<file path="src/rtl/debounce_multi.sv">
// Multi-channel push-button debouncer: 2-flop synchroniser, lock-out FSM and counter per channel.
// Optional hold-to-repeat press strobes are built when DEBOUNCE_MULTI_AUTO_REPEAT_EN is defined.
module debounce_multi #(
    parameter int NUM_CH          = 4,
    parameter int DEBOUNCE_CYCLES = 15_000_000,
    parameter bit ACTIVE_LOW      = 1'b0,
    parameter int HOLD_CYCLES     = 50_000_000,
    parameter int REPEAT_CYCLES   = 10_000_000
) (
    input  logic              clk,
    input  logic              rst_n,
    input  logic [NUM_CH-1:0] btn_input,
    output logic [NUM_CH-1:0] btn_output,
    output logic [NUM_CH-1:0] btn_press,
    output logic [NUM_CH-1:0] btn_release
);
    localparam int CW = $clog2(DEBOUNCE_CYCLES + 1);
    localparam logic [CW-1:0] CNT_LAST = CW'(DEBOUNCE_CYCLES - 1);

    typedef enum logic [1:0] {
        ZERO        = 2'd0,
        ZERO_TO_ONE = 2'd1,
        ONE         = 2'd2,
        ONE_TO_ZERO = 2'd3
    } state_t;

`ifdef DEBOUNCE_MULTI_AUTO_REPEAT_EN
    localparam int HW = $clog2(HOLD_CYCLES + REPEAT_CYCLES + 1);
    localparam logic [HW-1:0] HOLD_LAST  = HW'(HOLD_CYCLES - 1);
    localparam logic [HW-1:0] HOLD_START = HW'(HOLD_CYCLES);
    localparam logic [HW-1:0] REP_LAST   = HW'(HOLD_CYCLES + REPEAT_CYCLES - 1);
`else
    logic unused_cfg;
    assign unused_cfg = ^{HOLD_CYCLES, REPEAT_CYCLES};
`endif

    for (genvar g = 0; g < NUM_CH; g++) begin : g_ch
        logic          sync1_q, sync2_q, s;
        state_t        state_q, state_d;
        logic [CW-1:0] cnt_q, cnt_d;
        logic          press_q, press_d, release_q, release_d;
        logic          repeat_fire;

        // Sync flops reset to the raw inactive level so s reads 0 during reset.
        always_ff @(posedge clk or negedge rst_n) begin
            if (!rst_n) begin
                sync1_q <= ACTIVE_LOW;
                sync2_q <= ACTIVE_LOW;
            end else begin
                sync1_q <= btn_input[g];
                sync2_q <= sync1_q;
            end
        end

        assign s = sync2_q ^ ACTIVE_LOW;

        always_comb begin
            state_d   = state_q;
            cnt_d     = cnt_q;
            press_d   = 1'b0;
            release_d = 1'b0;
            unique case (state_q)
                ZERO: if (s) begin
                    state_d = ZERO_TO_ONE;
                    cnt_d   = '0;
                    press_d = 1'b1;
                end
                ZERO_TO_ONE: if (cnt_q == CNT_LAST) begin
                    state_d = ONE;
                    cnt_d   = '0;
                end else begin
                    cnt_d = cnt_q + 1'b1;
                end
                ONE: if (!s) begin
                    state_d   = ONE_TO_ZERO;
                    cnt_d     = '0;
                    release_d = 1'b1;
                end
                ONE_TO_ZERO: if (cnt_q == CNT_LAST) begin
                    state_d = ZERO;
                    cnt_d   = '0;
                end else begin
                    cnt_d = cnt_q + 1'b1;
                end
                default: state_d = ZERO;
            endcase
        end

`ifdef DEBOUNCE_MULTI_AUTO_REPEAT_EN
        logic [HW-1:0] hold_q, hold_d;

        // hold_q counts cycles spent in ONE; after the first repeat it cycles
        // through HOLD..HOLD+REPEAT-1 so each wrap schedules the next strobe.
        always_comb begin
            hold_d      = '0;
            repeat_fire = 1'b0;
            if (state_q == ONE && s) begin
                repeat_fire = (hold_q == HOLD_LAST) || (hold_q == REP_LAST);
                hold_d      = (hold_q == REP_LAST) ? HOLD_START : hold_q + 1'b1;
            end
        end

        always_ff @(posedge clk or negedge rst_n) begin
            if (!rst_n) hold_q <= '0;
            else        hold_q <= hold_d;
        end
`else
        assign repeat_fire = 1'b0;
`endif

        always_ff @(posedge clk or negedge rst_n) begin
            if (!rst_n) begin
                state_q   <= ZERO;
                cnt_q     <= '0;
                press_q   <= 1'b0;
                release_q <= 1'b0;
            end else begin
                state_q   <= state_d;
                cnt_q     <= cnt_d;
                press_q   <= press_d | repeat_fire;
                release_q <= release_d;
            end
        end

        assign btn_output[g]  = (state_q == ZERO_TO_ONE) || (state_q == ONE);
        assign btn_press[g]   = press_q;
        assign btn_release[g] = release_q;
    end
endmodule

</file>
<file path="config.mk">
export PLATFORM = sky130hd
export DESIGN_NAME = debounce_multi
export DESIGN_NICKNAME = d
export VERILOG_FILES = /design/src/rtl/debounce_multi.sv
export SDC_FILE = /design/constraint.sdc
export NUM_CORES = 1
export LEC_CHECK = 0
export ABC_CLOCK_PERIOD_IN_PS = 2430
export BUFFER_PORTS_ARGS = -buffer_cell sky130_fd_sc_hd__buf_2
export CAP_MARGIN = 40
export CORE_AREA = 2 2 110 112
export DETAILED_ROUTE_END_ITERATION = 16
export DIE_AREA = 0 0 112 114
export HOLD_SLACK_MARGIN = 0.03
export PLACE_DENSITY = 0.71
export SLEW_MARGIN = 20
export SYNTH_ARGS = -nofsm -noshare
export SYNTH_HDL_FRONTEND = slang
export SYNTH_SLANG_ARGS = --single-unit
</file>
<file path="constraint.sdc">
create_clock -name clk -period 2.43 [get_ports clk]
set_input_delay 0.3645 -clock clk [delete_from_list [all_inputs] [get_ports clk]]
set_output_delay 0.3645 -clock clk [all_outputs]
set_load 0.01 [all_outputs]
</file>
==> results of run 1 <==
## path summary, 6_finish.rpt
path | to | start | cells after the start | slack, ps
setup / recovery | g_ch[1].cnt_q[22] | g_ch[1].cnt_q[16] | 5 | 170
hold / removal | g_ch[3].sync1_q | btn_input[3] | 1 | 50
setup reg to reg | g_ch[1].cnt_q[22] | g_ch[1].cnt_q[16] | 5 | 170
hold reg to reg | g_ch[1].s | g_ch[1].sync1_q | 0 | 350
max in group asynchronous | g_ch[2].cnt_q[22] | rst_n | 3 | 1300
min in group asynchronous | g_ch[1].release_q | rst_n | 2 | 440
## cell usage in the layout, fill, tap and decap left out, types with 5 or more instances in the layout
cell       instances
or4_1              6
xnor2_1           18
and4_1             7
nor3_1            11
buf_4             17
nor2_1            79
nor4_1            14
inv_1             18
dfrtp_1          120
ha_1              24
buf_2             16
and2_1             8
mux2i_1            6
o311ai_0           5
o21ai_0           30
clkbuf_16         17
and3_1            17
xor2_1            36
nor2b_1            7
mux2_2             5
nand4_1           28
nand2_1           62
a21oi_1           16
nand3_1           50
nand2b_1           7
## worst max-delay path, cell delays in order, from the launching register on
cell,delay (ps)
dfrtp_1,420
or4b_1,530
nor4_1,310
a41oi_2,340
nand2_1,310
o311ai_0,190
## per-stage QoR
stage	total power [uW]	util	hold slack [ps]
global placement	4400	0.558	336
finish	7030	0.612	45.9
floorplan	3930	-	68.9
global route	7470	0.612	32.0
CTS	7100	0.612	31.4
detailed placement	4500	0.558	338
## report_power, final
part,internal [uW],leakage [uW],switching [uW]
Sequential,2190,0.00163,155
Clock,1640,0.000289,936
Combinational,732,0.00124,1380
Total,4570,0.00316,2470
## flip-flops by register name, summed over array words and instances, names as in the netlist
register	count
g_ch.release_q	4
g_ch.state_q	8
g_ch.press_q	4
g_ch.s	4
g_ch.sync1_q	4
g_ch.cnt_q	96
## per-layer routing
layer / up-vias / GRT usage / routed length, um / share of wire
li1: 2347 / - / - / -
met2: 86 / 0.347 / 6030 / 0.49
met5: - / 0 / 0 / 0
met3: 16 / 0.0574 / 511 / 0.041
met4: 0 / 0.0862 / 180 / 0.015
met1: 2375 / 0.272 / 5620 / 0.46
## kinds of logic (layout without fill, tap and decap cells)
kind of cell	count (synthesis)	in the layout
AND/OR/NAND/NOR	319	319
flip-flops	120	120
AO/OA/AOI/OAI	77	77
XOR/XNOR	54	54
buffers and inverters	46	86
adder cells (fa/ha/maj)	24	24
multiplexers	12	12
## cell type report
type	instances	area, sq um	area share
multi-input cells	486	3050	0.426
flip-flops and latches	120	3000	0.419
clock buffers	18	439	0.0613
repair buffers	36	248	0.0346
well taps	147	184	0.0257
clock inverters	14	174	0.0243
inverters	18	67.6	0.00943
## timing repair
item | CTS | global route
hold buffers | 2 | 0
hold endpoints to repair | 35 | 0
setup buffers | 0 | 0
==> impl_metrics.csv, run 1 <==
group,metric,value,unit
global_route,grt_pass1_vias,4665,
worst_setup_path,cp-end-kind,"flop",
global_route,grt_usage,0.213,
timing,setup_viol,0,
synth,async_reset_ff_frac,1.00,
drt,drc,0,
synth,yosysSeqAreaShare,0.478,
synth,synth_mux_area_frac,0.0209,
worst_setup_path,critPathLaunchType,"flop",
timing,tns,0,ps
drt,final_antenna_net_count,0,
clock_network,clockBufferDepth,2,
clock_network,insertion_delay,420,ps
min_path,hold_class,"input port to flop",
drt,vias,4824,
timing,slew_headroom,0.611,
die,start_util,0.536,
timing,final-hold-violation-count,0,
synth,synth_top_family_by_area,"simple AND/OR/NAND/NOR gates",
pwr,leakage,0.00316,uW
global_route,grt_antenna_before_repair,0,
synth,syn_nets,682,
job,cap_violations,0,
clock_network,cts_sinks,120,
timing,rsz0062_at_grt,"no",
place,gp_congestion,0.841,
final_layout,fillers,967,
timing,slew_violations,0,
synth,synth_top_area_frac,0.478,
drt,drt_wl_total,12300,um
place,post_dp_cell_area,6530,sq um
clock_network,tritoncts,"built",
clock_network,htree_num_levels,4,
final_layout,drive_above_1_share,0.126,
worst_setup_path,arrival,2520,ps
synth,syn_area,6280,sq um
status,status,"complete, no violations",
synth,synth_compound_area_frac,0.0783,
worst_setup_path,cp.required,2690,ps
final_layout,fin_cells,839,
synth,yosys_warnings,0,
synth,synth_edf_count,0,
synth,synth-seq-cells,120,
clock_network,numCtsBuffers,17,
timing,timing.final.crit_share,0.929,
final_layout,antenna_cells,0,
synth,synth_top_cells_by_count,"dfrtp_1, nor2_1, nand2_1, nand3_1, xor2_1",
worst_setup_path,cp_max_fo,8,
place,detailed_place_hpwl,8280,um
die,coreArea,11700,sq um
synth,synth_xor_area_frac,0.0753,
timing,worst_pin_slew,567,ps
drt,avgViaCountPerCell,5.75,
drt,drt_iter0_drc,339,
clock_network,cts.repair.resized,0,
synth,yosysMostFrequentCell,"dfrtp_1",
timing,clock_skew,6.83,ps
die,die_height,114,um
synth,ys_types,52,
synth,synth_adder_area_share,0.0478,
final_layout,design_area,7160,sq um
place,io_buffer_count,17,
final_layout,layout.nets,709,
drt,dr.pass1.iters,5,
clock_network,path_clk_slew,60,ps
place,pre_cts_ws,176,ps
die,rows,40,
synth,yosysTopAreaCell,"dfrtp_1",
drt,wire_per_inst,14.7,um
die,pin_count,18,
die,die_x,112,um
die,dieArea,12800,sq um
global_route,grt_start_max_net_pins,63,
pwr,ir_worst_vdd,0.903,mV
synth,synth_area_per_cell,9.63,sq um
timing,period_minus_slack,2260,ps
synth,synth_simple_gate_area_frac,0.263,
final_layout,synthToLayoutAreaGrowth,14.1,%
timing,setup_ws,173,ps
place,placed_cells,805,
global_route,grt_overflow_total,0,
synth,ys_top_cells_by_area,"dfrtp_1, xor2_1, ha_1, nor2_1, nand3_1",
worst_setup_path,critPathKind,"flop to flop",
global_route,grt_first_pass_wirelength,21800,um
timing,max_freq,443,MHz
synth,netlist_instances,652,
clock_network,cts_root_buffer,"clkbuf_16",
synth,synthFlopType,"dfrtp_1",
pwr,power_density,982,nW/um^2
Power figures use the tool's default switching activity.
==> run 2: changes to the inputs <==
--- a/config.mk
+++ b/config.mk
@@ -12,7 +12,7 @@
 export DETAILED_ROUTE_END_ITERATION = 16
 export DIE_AREA = 0 0 112 114
 export HOLD_SLACK_MARGIN = 0.03
-export PLACE_DENSITY = 0.71
+export PLACE_DENSITY_LB_ADDON = 0.15
 export SLEW_MARGIN = 20
 export SYNTH_ARGS = -nofsm -noshare
 export SYNTH_HDL_FRONTEND = slang
==> constraint.sdc (replaced) <==
create_clock -name clk -period 2.43 [get_ports clk]
set_input_delay 0.243 -clock clk [delete_from_list [all_inputs] [get_ports clk]]
set_output_delay 0.243 -clock clk [all_outputs]
set_load 0.01 [all_outputs]
==> run 2 against run 1 <==
Compared with the run above: first-iteration DRC count up 1.2%; critical endpoint is now g_ch[2].cnt_q[23]; total power is 1.3% lower; clock skew up 3.2 ps; sequential power about the same; critical path type unchanged; global-route usage shrank 0.75 points; wire length decreased by 2.2%; die area did not move; critical path depth increased by 2; highest routed layer unchanged; core utilization grew 0.19 points.
==> impl_metrics.csv, run 2 (same netlist as run 1, synthesis figures left out) <==
group,metric,value,unit
timing,slew_headroom,0.617,
timing,setup_viol,0,
die,dieArea,12800,sq um
timing,clock_skew,10.0,ps
global_route,grt_start_max_net_pins,63,
place,io_buffer_count,17,
drt,dr.pass1.iters,4,
worst_setup_path,critPathKind,"flop to flop",
final_layout,final_common_cell,"dfrtp_1",
global_route,grt_pass1_vias,4567,
worst_setup_path,arrival,2590,ps
final_layout,reg_top3,"g_ch.cnt_q: 96 flops, g_ch.state_q: 8 flops",
drt,drt_wl_total,12100,um
global_route,grt_overflow_total,0,
place,pre_cts_ws,179,ps
worst_setup_path,cp-end-kind,"flop",
drt,drc,0,
timing,max_freq,446,MHz
clock_network,cts_root_buffer,"clkbuf_16",
die,start_util,0.536,
final_layout,top_register,"g_ch.cnt_q",
timing,timing.final.crit_share,0.922,
place,post_dp_cell_area,6550,sq um
die,die_x,112,um
global_route,grt_antenna_before_repair,0,
die,rows,40,
clock_network,tritoncts,"built",
timing,rsz0062_at_grt,"no",
drt,vias,4812,
clock_network,numCtsBuffers,17,
final_layout,layout.nets,715,
final_layout,largest_register_ffs,96,
place,detailed_place_hpwl,8120,um
worst_setup_path,crit_path_start,"g_ch[2].state_q[0]",
final_layout,synthToLayoutAreaGrowth,14.5,%
drt,final_antenna_net_count,0,
timing,setup_ws,190,ps
die,pin_count,18,
drt,wire_per_inst,14.3,um
pwr,ir_worst_vdd,0.743,mV
status,status,"complete, no violations",
final_layout,fin_cells,844,
worst_setup_path,critPathLaunchType,"flop",
clock_network,htree_num_levels,4,
final_layout,drive_above_1_share,0.125,
clock_network,cts_setup_buffers,0,
timing,slew_violations,0,
pwr,leakage,0.00318,uW
timing,worst_pin_slew,569,ps
job,cap_violations,0,
drt,avgViaCountPerCell,5.70,
worst_setup_path,regToRegStartpoint,"g_ch[2].state_q[0]",
clock_network,path_clk_slew,50,ps
worst_setup_path,cp.required,2780,ps
pwr,power_density,966,nW/um^2
timing,final-hold-violation-count,0,
min_path,hold_class,"input port to asynchronous set/reset pin",
drt,drt_iter0_drc,343,
clock_network,insertion_delay,420,ps
final_layout,antenna_cells,0,
global_route,grt_first_pass_wirelength,21200,um
timing,tns,0,ps
worst_setup_path,cp_max_fo,14,
place,placed_cells,808,
clock_network,clockBufferDepth,2,
final_layout,design_area,7190,sq um
die,coreArea,11700,sq um
global_route,grt_usage,0.205,
timing,period_minus_slack,2240,ps
final_layout,mostFrequentLayoutCells,"dfrtp_1, nor2_1, nand2_1",
die,die_height,114,um
place,gp_congestion,0.855,
clock_network,cts_sinks,120,
==> run 2: cell count changes in the layout (fill, tap and decap cells not counted), sizes merged <==
cell	change
inv	-2
clkinvlp	-2
dlygate4sd3	+3
clkinv	-1
clkbuf	+5
buf	+3
bufinv	-1
==> run 2: worst paths after layout <==
kind                                           to  slack (ps)  cells past startpoint
min in group clk                        g_ch[2].s         350                      0
worst max-delay path            g_ch[2].cnt_q[23]         190                      7
worst max register to register  g_ch[2].cnt_q[23]         190                      7
worst min register to register          g_ch[2].s         350                      0
max in group asynchronous       g_ch[2].cnt_q[19]        1400                      3
worst min-delay path             g_ch[1].cnt_q[6]         290                      2
==> run 2: per-stage QoR <==
stage / power, uW / hold WS (ps) / util
global placement: 4420 / 192 / 0.560
finish: 6940 / 295 / 0.614
detailed placement: 4510 / 195 / 0.560
global route: 7400 / 324 / 0.614
CTS: 7010 / 303 / 0.614
floorplan: 3930 / -52.6 / -
==> run 2: layout make-up <==
type	count	area (sq um)
sequential	120	3000
clock inverter	8	95.1
fill	959	4520
timing repair buffer	42	300
clock buffer	23	488
tap	147	184
inverter	18	67.6
multi-input combinational	486	3050
==> run 2: metal layers <==
layer  vias up  GRT usage  wire (um)
li1       2372          -          -
met1      2350      0.272       5840
met2        76      0.322       5600
met3        14     0.0622        444
met4         0     0.0756        187
met5         -          0          0
==> run 2: what timing repair did <==
| action | CTS | global route |
|---|---|---|
| endpoints found under the hold margin | 31 | 0 |
| hold buffers | 5 | 0 |
| setup endpoints to repair | 0 | 0 |
| gates resized for setup | 0 | 0 |
==> run 2: report_power, final <==
part	total [uW]	internal (uW)	switching [uW]
clock	2460	1600	862
combinational	2140	748	1390
sequential	2340	2190	147
==> run 2: critical path, cell delays in order (launching register included) <==
cell and delay, ps:
dfrtp_1 390, inv_1 100, ha_1 240, mux2_4 350
nor4_4 310, nand4_2 210, or4_1 430, a21oi_1 140
==> run 3: changes to the inputs <==
--- a/config.mk
+++ b/config.mk
@@ -5,7 +5,7 @@
 export SDC_FILE = /design/constraint.sdc
 export NUM_CORES = 1
 export LEC_CHECK = 0
-export ABC_CLOCK_PERIOD_IN_PS = 2430
+export ABC_CLOCK_PERIOD_IN_PS = 2700
 export BUFFER_PORTS_ARGS = -buffer_cell sky130_fd_sc_hd__buf_2
 export CAP_MARGIN = 40
 export CORE_AREA = 2 2 110 112
==> constraint.sdc (replaced) <==
create_clock -name clk -period 2.7 [get_ports clk]
set_input_delay 0.27 -clock clk [delete_from_list [all_inputs] [get_ports clk]]
set_output_delay 0.27 -clock clk [all_outputs]
set_load 0.01 [all_outputs]
==> run 3 against run 2 <==
Compared with the run above: wire length shrank 1.4%; register-to-register slack improved by 230 ps; via count fell by 1.8%; first-iteration DRC count is 13% lower; die area is the same; total power is 7.2% lower; core utilization grew 0.31 points; clock power grew 2%; clock skew decreased by 2.2 ps; critical path type unchanged; largest cell class unchanged.
==> impl_metrics.csv, run 3 (same netlist as run 1, synthesis figures left out) <==
group,metric,value,unit
timing,timing.final.crit_share,0.843,
pwr,ir_worst_vdd,0.830,mV
worst_setup_path,crit_path_start,"g_ch[1].cnt_q[19]",
status,status,"complete, no violations",
place,detailed_place_hpwl,8040,um
clock_network,htree_num_levels,4,
final_layout,drive_above_1_share,0.118,
clock_network,cts_root_buffer,"clkbuf_16",
drt,vias,4726,
pwr,p_sw,2110,uW
pwr,p_comb_frac,0.285,
drt,dr.pass1.iters,4,
job,cap_violations,0,
timing,setup_ws,425,ps
final_layout,top_register,"g_ch.cnt_q",
worst_setup_path,cp_max_fo,8,
timing,clock_skew,7.79,ps
pwr,swShare,0.328,
die,die_x,112,um
timing,slew_headroom,0.598,
drt,drc,0,
min_path,min-delay-start,"g_ch[0].sync1_q",
clock_network,clockBufferDepth,2,
pwr,internal-power,4330,uW
clock_network,insertion_delay,410,ps
pwr,pwr-share-clk,0.388,
pwr,leakage,0.00319,uW
timing,setup_viol,0,
timing,period_minus_slack,2280,ps
die,die_height,114,um
die,start_util,0.536,
global_route,grt_overflow_total,0,
clock_network,numCtsBuffers,17,
drt,wire_per_inst,14.2,um
worst_setup_path,cp-end-kind,"flop",
die,coreArea,11700,sq um
final_layout,reg_top3,"g_ch.cnt_q: 96 flops, g_ch.state_q: 8 flops",
timing,worst_pin_slew,598,ps
die,dieArea,12800,sq um
clock_network,cts_sinks,120,
timing,slew_violations,0,
die,pin_count,18,
worst_setup_path,cp.required,2990,ps
clock_network,path_clk_slew,50,ps
global_route,grt_pass1_vias,4537,
place,pre_cts_ws,410,ps
worst_setup_path,regToRegStartpoint,"g_ch[1].cnt_q[19]",
global_route,grt_usage,0.201,
timing,tns,0,ps
pwr,power_density,891,nW/um^2
min_path,hold_class,"flop to flop",
pwr,seqPwrFrac,0.327,
final_layout,antenna_cells,0,
final_layout,final_common_cell,"dfrtp_1",
timing,final-hold-violation-count,0,
clock_network,tritoncts,"built",
drt,final_antenna_net_count,0,
global_route,grt_first_pass_wirelength,20900,um
drt,avgViaCountPerCell,5.63,
global_route,grt_start_max_net_pins,53,
worst_setup_path,critPathLaunchType,"flop",
worst_setup_path,arrival,2570,ps
place,io_buffer_count,17,
die,rows,40,
timing,max_freq,439,MHz
final_layout,synthToLayoutAreaGrowth,15.0,%
place,gp_congestion,0.845,
drt,drt_wl_total,11900,um
final_layout,fillers,981,
global_route,grt_antenna_before_repair,0,
timing,rsz0062_at_grt,"no",
final_layout,mostFrequentLayoutCells,"dfrtp_1, nor2_1, nand2_1",
final_layout,layout.nets,710,
drt,drt_iter0_drc,299,
worst_setup_path,critPathKind,"flop to flop",
final_layout,largest_register_ffs,96,
==> run 3: cell type report <==
| class | instances | area [sq um] | area share |
|---|---|---|---|
| Clock buffer | 24 | 492 | 0.0681 |
| Inverter | 18 | 67.6 | 0.00935 |
| Multi-Input combinational cell | 486 | 3050 | 0.422 |
| Clock inverter | 8 | 165 | 0.0229 |
| Timing Repair Buffer | 37 | 263 | 0.0364 |
| Sequential cell | 120 | 3000 | 0.416 |
| Tap cell | 147 | 184 | 0.0255 |
==> run 3: worst max-delay path: stages, from the launching register on <==
cell	delay, ps
dfrtp_1	400
or4b_1	530
nor4_1	300
a41oi_2	330
nor2_2	340
buf_4	210
nor2_1	50
==> run 3: repair_timing <==
action / in CTS / in global routing
gates resized for setup: 0 / 0
setup buffers: 0 / 0
endpoints found under the hold margin: 48 / 0
endpoints found under the setup margin: 0 / 0
hold buffers: 5 / 0
==> run 3: worst paths after layout <==
| path | endpoint | slack (ps) | cells past startpoint |
|---|---|---|---|
| worst max-delay path | g_ch[1].cnt_q[16] | 420 | 6 |
| worst min-delay path | g_ch[0].s | 350 | 0 |
| worst max register to register | g_ch[1].cnt_q[16] | 420 | 6 |
| worst min register to register | g_ch[0].s | 350 | 0 |
| max in group asynchronous | g_ch[2].cnt_q[14] | 1530 | 3 |
| min in group asynchronous | g_ch[1].press_q | 400 | 2 |
==> run 3: metrics by stage <==
step / area [sq um] / hold slack [ps] / utilization / std cells / power [uW]
2_1_floorplan: 6280 / -25.6 / - / 652 / 3540
3_3_place_gp: 6520 / 306 / 0.556 / 803 / 3930
3_5_place_dp: 6520 / 310 / 0.556 / 803 / 3990
4_1_cts: 7220 / 346 / 0.617 / 840 / 6510
5_1_grt: 7220 / 359 / 0.617 / 840 / 6840
6_report: 7220 / 346 / 0.617 / 840 / 6440
==> run 3: layer usage <==
| layer | wire, um | share of wire | GRT usage | up-vias |
|---|---|---|---|---|
| met1 | 5770 | 0.49 | 0.267 | 2271 |
| met5 | 0 | 0 | 0 | - |
| met3 | 439 | 0.037 | 0.0600 | 12 |
| li1 | - | - | - | 2360 |
| met2 | 5580 | 0.47 | 0.319 | 83 |
| met4 | 107 | 0.0090 | 0.0659 | 0 |
==> run 3: power by group through the flow <==
stage                     Sequential, uW  Combinational [uW]  Clock [uW]
after global routing                2130                2090        2620
after detailed placement            2140                1850           0
final                               2110                1840        2500
after global placement              2130                1800           0
after floorplan                     2110                1430           0
after CTS                           2110                1860        2540
